**src/rtl/frame_scanout.sv**
```systemverilog
// frame_scanout: 640x480@60 VGA scanout of a 160x120 3-bit framebuffer with 4x4 pixel replication.
// A half-rate phase enable derives the 25 MHz pixel clock; all outputs update as VGA_CLK falls.
module frame_scanout (
   input  logic        clk,
   input  logic        reset,
   output logic [14:0] rd_addr,
   input  logic [2:0]  rd_data,
   output logic [9:0]  VGA_R,
   output logic [9:0]  VGA_G,
   output logic [9:0]  VGA_B,
   output logic        VGA_HS,
   output logic        VGA_VS,
   output logic        VGA_BLANK_N,
   output logic        VGA_SYNC_N,
   output logic        VGA_CLK,
   output logic        frame_start
);
   logic        r_ph;
   logic [9:0]  r_h;
   logic [9:0]  r_v;
   logic        w_active;
   logic        w_h_last;
   logic        w_v_last;
   logic [14:0] w_y;
   logic [14:0] w_addr;
   always_comb begin
      w_active = (r_h < 10'd640) && (r_v < 10'd480);
      w_h_last = r_h == 10'd799;
      w_v_last = r_v == 10'd524;
      w_y      = {8'd0, r_v[8:2]};
      w_addr   = (w_y << 7) + (w_y << 5) + {7'd0, r_h[9:2]};
   end
   // Address is issued on the ph=0 edge so the RAM word is ready for the following pixel edge.
   always_ff @(posedge clk or posedge reset) begin
      if (reset) begin
         r_ph        <= 1'b0;
         r_h         <= 10'd0;
         r_v         <= 10'd0;
         rd_addr     <= 15'd0;
         VGA_R       <= 10'd0;
         VGA_G       <= 10'd0;
         VGA_B       <= 10'd0;
         VGA_HS      <= 1'b1;
         VGA_VS      <= 1'b1;
         VGA_BLANK_N <= 1'b0;
         frame_start <= 1'b0;
      end else begin
         r_ph        <= ~r_ph;
         frame_start <= 1'b0;
         if (!r_ph) begin
            rd_addr <= w_active ? w_addr : 15'd0;
         end else begin
            VGA_R       <= w_active ? {10{rd_data[2]}} : 10'd0;
            VGA_G       <= w_active ? {10{rd_data[1]}} : 10'd0;
            VGA_B       <= w_active ? {10{rd_data[0]}} : 10'd0;
            VGA_HS      <= !((r_h >= 10'd656) && (r_h <= 10'd751));
            VGA_VS      <= !((r_v == 10'd490) || (r_v == 10'd491));
            VGA_BLANK_N <= w_active;
            frame_start <= (r_h == 10'd0) && (r_v == 10'd0);
            r_h         <= w_h_last ? 10'd0 : r_h + 10'd1;
            if (w_h_last)
               r_v <= w_v_last ? 10'd0 : r_v + 10'd1;
         end
      end
   end
   assign VGA_SYNC_N = 1'b1;
   assign VGA_CLK    = r_ph;
endmodule

```
**config.mk**
```make
export PLATFORM = sky130hd
export DESIGN_NAME = frame_scanout
export DESIGN_NICKNAME = d
export VERILOG_FILES = /design/src/rtl/frame_scanout.sv
export SDC_FILE = /design/constraint.sdc
export NUM_CORES = 1
export LEC_CHECK = 0
export CORE_MARGIN = 2
export CORE_UTILIZATION = 46
export DETAILED_ROUTE_END_ITERATION = 10
export GPL_ROUTABILITY_DRIVEN = 0
export GPL_TIMING_DRIVEN = 0
export HOLD_SLACK_MARGIN = 0.03
export PLACE_DENSITY = 0.78
export SLEW_MARGIN = 15
export SYNTH_ARGS = -nofsm -noshare
export SYNTH_HDL_FRONTEND = slang
export SYNTH_SLANG_ARGS = --single-unit
```
**constraint.sdc**
```tcl
create_clock -name clk -period 2.17 [get_ports clk]
set_clock_uncertainty 0.15 [all_clocks]
set_input_delay 0.434 -clock clk [delete_from_list [all_inputs] [get_ports clk]]
set_output_delay 0.434 -clock clk [all_outputs]
set_load 0.05 [all_outputs]
```
==> results of run 1 <==
==> layout by cell type (no fill, tap or decap), types with 7 or more instances in the layout <==
cell type        Yosys  final
clkdlybuf4s15_1      0     11
nand3_1             10     10
xnor2_1              7      7
o21ai_1             13     13
dfrtp_2              0     10
a22o_1              10     10
ha_1                18     13
dfrtp_1             41     31
buf_4               28     48
dlygate4sd2_1        0     21
inv_1               15     10
nor2_1               7      7
clkdlybuf4s50_1      0     22
nand2_1             19     18
==> power by group through the flow <==
stage	combinational, mW	sequential [mW]	clock [mW]
finish	0.213	0.811	0.652
floorplan	0.152	0.836	0
global route	0.224	0.813	0.690
global placement	0.226	0.827	0
CTS	0.213	0.812	0.662
detailed placement	0.234	0.828	0
==> registers in the layout, summed over array words and instances, names as in the netlist <==
| name | cells |
|---|---|
| frame_start | 1 |
| VGA_BLANK_N | 1 |
| VGA_VS | 1 |
| rd_addr | 15 |
| VGA_CLK | 1 |
| r_h | 10 |
| VGA_G | 1 |
| r_v | 10 |
| VGA_B | 1 |
| VGA_R | 1 |
| VGA_HS | 1 |
==> worst reg2reg max path, cell delays in order (launching register included) <==
cell,delay [ns]
dfrtp_2,0.42
inv_2,0.08
fa_2,0.47
fa_2,0.39
nor2b_2,0.13
o31a_1,0.23
buf_4,0.14
a21oi_2,0.03
a22o_1,0.18
==> timing repair <==
action | in CTS | in global routing
gates resized for setup | 54 | 24
buffers inserted | 13 | 7
setup endpoints to repair | 46 | 36
pin swaps | 9 | 9
hold buffers | 0 | 0
==> logic make-up after synthesis <==
family | after synthesis | synth area share
simple gates | 72 | 0.163
compound gates | 58 | 0.157
buf+inv | 52 | 0.117
flops | 43 | 0.416
fa+ha+maj | 20 | 0.102
xor+xnor | 10 | 0.0338
mux | 2 | 0.00965
other cells | 1 | 0.00145
==> path summary, 6_finish.rpt <==
path                          endpoint  slack (ns)
min                        rd_addr[13]        0.21
max                        rd_addr[10]       -0.15
min reg2reg                 rd_addr[8]        0.34
min in group clk            rd_addr[8]        0.34
max in group asynchronous       VGA_HS        1.15
max reg2reg                rd_addr[10]       -0.15
==> per-layer routing <==
layer  up-vias  global-route usage  routed length [microns]
met5         -                   0                        0
met4         0              0.0569                       45
met3         6              0.0420                      393
met2        89               0.346                     3180
met1      1115               0.269                     2780
li1       1069                   -                        -
==> per-stage QoR <==
step,total power [mW],cells,instance area [sq um]
after CTS,1.69,405,3510
after floorplan,0.988,258,2630
after global routing,1.73,412,3620
final,1.68,412,3620
after detailed placement,1.06,385,3280
after global placement,1.05,384,3260
==> cell type report <==
type / instances / area, sq um / area share
flip-flops and latches: 43 / 1090 / 0.301
plain buffers: 35 / 244 / 0.0674
multi-input cells: 163 / 1330 / 0.368
well taps: 72 / 90.1 / 0.0249
clock inverters: 2 / 35.0 / 0.00967
repair buffers: 75 / 688 / 0.190
inverters: 16 / 60.1 / 0.0166
clock buffers: 6 / 82.6 / 0.0228
==> run_summary.xml, run 1 <==
<?xml version="1.0" encoding="UTF-8"?>
<metrics>
  <group name="outcome">
    <metric name="status" unit="">finished, violations left</metric>
    <metric name="failing_checks" unit="">negative setup slack</metric>
  </group>
  <group name="die">
    <metric name="placeableCoreArea" unit="sq um">5470</metric>
    <metric name="top_ports" unit="">56</metric>
    <metric name="dieArea" unit="sq um">6260</metric>
    <metric name="initial_cell_density_of_the_core" unit="">0.474</metric>
    <metric name="chipWidth" unit="microns">79.1</metric>
    <metric name="die_y" unit="microns">79.1</metric>
    <metric name="rows" unit="">27</metric>
  </group>
  <group name="worst_setup_path">
    <metric name="crit_path_start" unit="">r_h[9]</metric>
    <metric name="timing.critical_path.from_type" unit="">register</metric>
    <metric name="crit_path_end_kind" unit="">register</metric>
    <metric name="cp_slowest_cell" unit="">fa_2</metric>
    <metric name="worst_path_dominant_cell_family" unit="">adder cells</metric>
    <metric name="crit_buf_inv" unit="">2</metric>
    <metric name="crit_path_class" unit="">register to register</metric>
    <metric name="arrival_time_at_the_worst_endpoint" unit="ns">2.36</metric>
    <metric name="critical_path_cell_count" unit="">8</metric>
    <metric name="r2r.worst_path.cells" unit="">8</metric>
    <metric name="rr_startpoint" unit="">r_h[9]</metric>
    <metric name="worst_path_maximum_fanout" unit="">4</metric>
    <metric name="worstPathRequired" unit="ns">2.21</metric>
    <metric name="cp_cell_sequence" unit="">inv_2 &gt; fa_2 &gt; fa_2 &gt; nor2b_2 &gt; o31a_1 &gt; buf_4 &gt; a21oi_2 &gt; a22o_1</metric>
    <metric name="max_stage_delay" unit="ns">0.47</metric>
    <metric name="cell_seen_most_often_among_critical_path_stages" unit="">fa_2</metric>
  </group>
  <group name="timing">
    <metric name="hold_slack" unit="ns">0.206</metric>
    <metric name="rsz0062_at_grt" unit="">yes</metric>
    <metric name="setup-violations-final" unit="">7</metric>
    <metric name="fin_setup_tns" unit="ns">-0.590</metric>
    <metric name="tightest_slew" unit="ns">0.618</metric>
    <metric name="hold_viol" unit="">0</metric>
    <metric name="min_period" unit="ns">2.32</metric>
    <metric name="layout_worst_path_cycle_share" unit="">1.07</metric>
    <metric name="final_max_slew_viol_count" unit="">0</metric>
    <metric name="postLayoutSetupSlackWorst" unit="ns">-0.148</metric>
    <metric name="fmax" unit="GHz">0.431</metric>
    <metric name="slew-limit-headroom" unit="">0.588</metric>
  </group>
  <group name="power_and_ir_drop">
    <metric name="p_clk_frac" unit="">0.389</metric>
    <metric name="switching_power_summed_over_all_nets" unit="mW">0.430</metric>
    <metric name="switching_share" unit="">0.256</metric>
    <metric name="seqPwrFrac" unit="">0.484</metric>
    <metric name="power.leakage" unit="nW">1.66</metric>
    <metric name="pwr-share-comb" unit="">0.127</metric>
    <metric name="peakVddDrop" unit="uV">262</metric>
    <metric name="internal-power" unit="mW">1.25</metric>
    <metric name="power_density" unit="nW/um^2">463</metric>
  </group>
  <group name="global_routing">
    <metric name="vias_in_the_first_global_route" unit="">2098</metric>
    <metric name="overflow" unit="">0</metric>
    <metric name="antenna_found_initial" unit="">0</metric>
    <metric name="grtUsageTotal" unit="">0.205</metric>
    <metric name="grt_pass1_wl" unit="microns">10100</metric>
    <metric name="grt_max_degree" unit="">37</metric>
  </group>
  <group name="synthesis">
    <metric name="synth-edff-count" unit="">0</metric>
    <metric name="synthMostInstantiatedCell" unit="">dfrtp_1</metric>
    <metric name="ys.warnings.count" unit="">0</metric>
    <metric name="yosysSeqAreaShare" unit="">0.416</metric>
    <metric name="syn-cell-area" unit="sq um">2590</metric>
    <metric name="synth_cells" unit="">258</metric>
    <metric name="post_synth_main_area_contributors" unit="">dfrtp_1, ha_1, buf_4, a22o_1, nand2_1</metric>
    <metric name="netlist_top_cells_count" unit="">dfrtp_1, buf_4, nand2_1</metric>
    <metric name="ys_dominant_reg_cell" unit="">dfrtp_1</metric>
    <metric name="synth-seq-cells" unit="">43</metric>
    <metric name="syn_area_per_cell" unit="sq um">10.1</metric>
    <metric name="syn_nets" unit="">283</metric>
    <metric name="synth_largest_area_cell" unit="">dfrtp_1</metric>
    <metric name="ys_async_sr_fraction" unit="">1.00</metric>
    <metric name="post-synth-top-area-fraction" unit="">0.396</metric>
    <metric name="yosys.cell_types.count" unit="">51</metric>
  </group>
  <group name="placed_design">
    <metric name="detailedPlace.worstSlack" unit="ns">-0.413</metric>
    <metric name="dp_hpwl" unit="microns">4340</metric>
    <metric name="io_buffers" unit="">54</metric>
  </group>
  <group name="final_layout">
    <metric name="nets" unit="">364</metric>
    <metric name="post-route-util" unit="">0.662</metric>
    <metric name="areaGrowthSynthToFinish" unit="%">39.7</metric>
    <metric name="final.fill_count" unit="">419</metric>
    <metric name="n_antenna_cell" unit="">0</metric>
    <metric name="drive_above_1_share" unit="">0.303</metric>
  </group>
  <group name="clock_network">
    <metric name="clock_sinks" unit="">43</metric>
    <metric name="cts_buffers" unit="">5</metric>
    <metric name="clk_latency" unit="ns">0.30</metric>
    <metric name="cts_tree" unit="">built</metric>
    <metric name="h-tree-depth" unit="">2</metric>
    <metric name="clock-root-buffer" unit="">clkbuf_8</metric>
    <metric name="clkTransAtPathRegs" unit="ns">0.08</metric>
    <metric name="maximum_clock_path_buffer_count" unit="">2</metric>
  </group>
  <group name="route">
    <metric name="route.final.wire_length" unit="microns">6400</metric>
    <metric name="via_total_after_detailed_routing" unit="">2279</metric>
    <metric name="remaining_routing_drc_violations" unit="">0</metric>
    <metric name="drt-pass1-iter-count" unit="">4</metric>
    <metric name="drt_iter0_drc" unit="">182</metric>
    <metric name="routed_via_density" unit="">5.53</metric>
    <metric name="antenna_left" unit="">0</metric>
    <metric name="route.detailed.wl_per_inst" unit="microns">15.5</metric>
  </group>
  <group name="job">
    <metric name="drv.max_cap_violation_count" unit="">0</metric>
  </group>
  <group name="hold_path">
    <metric name="hp-class" unit="">primary input to asynchronous set/reset pin</metric>
  </group>
</metrics>
No activity file was read; power rests on OpenSTA's default activity.
==> inputs of run 2 (changes only) <==
CORE_UTILIZATION = 48   (was 46)
CTS_BUF_LIST = sky130_fd_sc_hd__clkbuf_4 sky130_fd_sc_hd__clkbuf_8   (was not set)
PLACE_DENSITY = 0.81   (was 0.78)
==> run 2 against run 1 <==
Effect of this change: the run still ends with negative setup slack left; clock power rose by 16%; sequential power barely moved; critical path depth grew 2; non-clock buffer count is 1 lower; cell count is 0.73% lower; core utilization up 3.3 points; count of clock-buffer cells in the layout unchanged; combinational power about the same; register-to-register slack is essentially flat; largest cell class unchanged; largest power group unchanged; highest routed layer unchanged.
==> run_summary.xml, run 2 (synthesized netlist as in run 1, its figures left out) <==
<?xml version="1.0" encoding="UTF-8"?>
<metrics>
  <group name="final_layout">
    <metric name="n_antenna_cell" unit="">0</metric>
    <metric name="mostFrequentLayoutCell" unit="">buf_4</metric>
    <metric name="areaGrowthSynthToFinish" unit="%">38.5</metric>
    <metric name="largest_registers" unit="">rd_addr x15, r_h x10, r_v x10</metric>
    <metric name="largest-register" unit="">rd_addr</metric>
    <metric name="drive_above_1_share" unit="">0.295</metric>
    <metric name="largest_register_ff_count" unit="">15</metric>
    <metric name="nets" unit="">363</metric>
    <metric name="mostFrequentLayoutCells" unit="">buf_4, dfrtp_1, dlygate4sd2_1, clkdlybuf4s50_1, nand2_1</metric>
  </group>
  <group name="power_and_ir_drop">
    <metric name="switching_power_summed_over_all_nets" unit="mW">0.434</metric>
    <metric name="p_clk_frac" unit="">0.426</metric>
    <metric name="power.leakage" unit="nW">1.67</metric>
    <metric name="seqPwrFrac" unit="">0.456</metric>
    <metric name="switching_share" unit="">0.244</metric>
    <metric name="total_power" unit="mW">1.78</metric>
    <metric name="power_density" unit="nW/um^2">495</metric>
    <metric name="pwr-share-comb" unit="">0.119</metric>
    <metric name="peakVddDrop" unit="uV">323</metric>
    <metric name="internal-power" unit="mW">1.35</metric>
  </group>
  <group name="clock_network">
    <metric name="clkTransAtPathRegs" unit="ns">0.09</metric>
    <metric name="clk_latency" unit="ns">0.30</metric>
    <metric name="clock-root-buffer" unit="">clkbuf_8</metric>
    <metric name="clock_sinks" unit="">43</metric>
    <metric name="maximum_clock_path_buffer_count" unit="">2</metric>
    <metric name="cts_buffers" unit="">5</metric>
    <metric name="h-tree-depth" unit="">2</metric>
    <metric name="cts_tree" unit="">built</metric>
  </group>
  <group name="route">
    <metric name="drt_iter0_drc" unit="">122</metric>
    <metric name="route.detailed.wl_per_inst" unit="microns">15.9</metric>
    <metric name="routed_via_density" unit="">5.63</metric>
    <metric name="route.final.wire_length" unit="microns">6490</metric>
    <metric name="remaining_routing_drc_violations" unit="">0</metric>
    <metric name="via_total_after_detailed_routing" unit="">2302</metric>
    <metric name="drt-pass1-iter-count" unit="">4</metric>
    <metric name="antenna_left" unit="">0</metric>
  </group>
  <group name="worst_setup_path">
    <metric name="cp_slowest_cell" unit="">dfrtp_2</metric>
    <metric name="worst_path_dominant_cell_family" unit="">adder cells</metric>
    <metric name="crit_path_end_kind" unit="">register</metric>
    <metric name="cell_seen_most_often_among_critical_path_stages" unit="">ha_2</metric>
    <metric name="cp_cell_sequence" unit="">buf_4 &gt; buf_6 &gt; ha_2 &gt; ha_2 &gt; inv_2 &gt; fa_2 &gt; nor2b_2 &gt; o31a_1 &gt; o21a_1 &gt; o211ai_1</metric>
    <metric name="max_stage_delay" unit="ns">0.39</metric>
    <metric name="worst_path_maximum_fanout" unit="">9</metric>
    <metric name="arrival_time_at_the_worst_endpoint" unit="ns">2.36</metric>
    <metric name="worstPathRequired" unit="ns">2.20</metric>
    <metric name="critical_path_cell_count" unit="">10</metric>
    <metric name="r2r.worst_path.cells" unit="">10</metric>
    <metric name="crit_buf_inv" unit="">3</metric>
    <metric name="crit_path_class" unit="">register to register</metric>
    <metric name="timing.critical_path.from_type" unit="">register</metric>
  </group>
  <group name="outcome">
    <metric name="status" unit="">finished, violations left</metric>
    <metric name="failing_checks" unit="">negative setup slack</metric>
  </group>
  <group name="global_routing">
    <metric name="grt_pass1_wl" unit="microns">10300</metric>
    <metric name="vias_in_the_first_global_route" unit="">2137</metric>
    <metric name="overflow" unit="">0</metric>
    <metric name="grt_max_degree" unit="">29</metric>
    <metric name="antenna_found_initial" unit="">0</metric>
    <metric name="grtUsageTotal" unit="">0.215</metric>
  </group>
  <group name="die">
    <metric name="initial_cell_density_of_the_core" unit="">0.501</metric>
    <metric name="top_ports" unit="">56</metric>
    <metric name="dieArea" unit="sq um">6010</metric>
    <metric name="die_y" unit="microns">77.5</metric>
    <metric name="chipWidth" unit="microns">77.5</metric>
    <metric name="rows" unit="">26</metric>
    <metric name="placeableCoreArea" unit="sq um">5170</metric>
  </group>
  <group name="timing">
    <metric name="rsz0062_at_grt" unit="">yes</metric>
    <metric name="slew-limit-headroom" unit="">0.597</metric>
    <metric name="final_max_slew_viol_count" unit="">0</metric>
    <metric name="setup-violations-final" unit="">7</metric>
    <metric name="min_period" unit="ns">2.33</metric>
    <metric name="postLayoutSetupSlackWorst" unit="ns">-0.162</metric>
    <metric name="hold_slack" unit="ns">0.267</metric>
    <metric name="layout_worst_path_cycle_share" unit="">1.07</metric>
    <metric name="hold_viol" unit="">0</metric>
    <metric name="fmax" unit="GHz">0.429</metric>
    <metric name="tightest_slew" unit="ns">0.604</metric>
  </group>
  <group name="placed_design">
    <metric name="dp_hpwl" unit="microns">4320</metric>
    <metric name="detailedPlace.worstSlack" unit="ns">-0.359</metric>
    <metric name="io_buffers" unit="">54</metric>
  </group>
  <group name="hold_path">
    <metric name="hp-class" unit="">primary input to asynchronous set/reset pin</metric>
  </group>
  <group name="job">
    <metric name="drv.max_cap_violation_count" unit="">0</metric>
  </group>
</metrics>
-- run 2: cell count changes in the layout (fill, tap and decap cells not counted), moves of 2 or more --
| cell | delta |
|---|---|
| ha_4 | -2 |
| dlygate4sd2_1 | +4 |
| clkdlybuf4s15_1 | -5 |
| dfrtp_1 | +3 |
| dfrtp_2 | -3 |
| ha_2 | +2 |
-- run 2: final timing paths --
kind                            slack [ns]     endpoint         from
worst max-delay path                 -0.16  rd_addr[12]       r_v[2]
worst min-delay path                  0.27   rd_addr[3]        reset
worst max register to register       -0.16  rd_addr[12]       r_v[2]
worst min register to register        0.35  rd_addr[14]  rd_addr[14]
max in group asynchronous             1.06       VGA_VS        reset
min in group clk                      0.35  rd_addr[14]  rd_addr[14]
-- run 2: per-stage QoR --
step                utilization  setup TNS, ns  instances  cell area (sq um)
finish                    0.695         -0.786        409               3590
global route              0.695          -1.47        409               3590
CTS                       0.681         -0.453        405               3520
detailed placement        0.634          -3.37        383               3280
global placement          0.630         -15.21        382               3260
floorplan                     -         -0.507        258               2630
-- run 2: final cells by class --
class / count / area, sq um
Buffer: 35 / 244
Tap cell: 70 / 87.6
Clock inverter: 2 / 60.1
Timing Repair Buffer: 74 / 671
Inverter: 16 / 60.1
Clock buffer: 6 / 76.3
Multi-Input combinational cell: 163 / 1310
Sequential cell: 43 / 1090
Fill cell: 375 / 1580
-- run 2: what timing repair did --
| action | in CTS | in global routing |
|---|---|---|
| hold buffers | 0 | 0 |
| pin swaps | 11 | 10 |
| setup buffers | 14 | 5 |
| setup endpoints to repair | 47 | 25 |
| gates resized for setup | 52 | 18 |
-- run 2: layer usage --
metal,wire length (microns),track usage,share of wire
met4,196,0.0768,0.030
met3,411,0.0360,0.063
met5,0,0,0
met2,3070,0.355,0.47
met1,2810,0.287,0.43
-- run 2: power groups by stage --
stage	Combinational [mW]	Clock (mW)	Sequential (mW)
2_1_floorplan	0.152	0	0.836
3_3_place_gp	0.226	0	0.827
3_5_place_dp	0.234	0	0.827
4_1_cts	0.213	0.762	0.811
5_1_grt	0.222	0.796	0.813
6_report	0.211	0.758	0.811
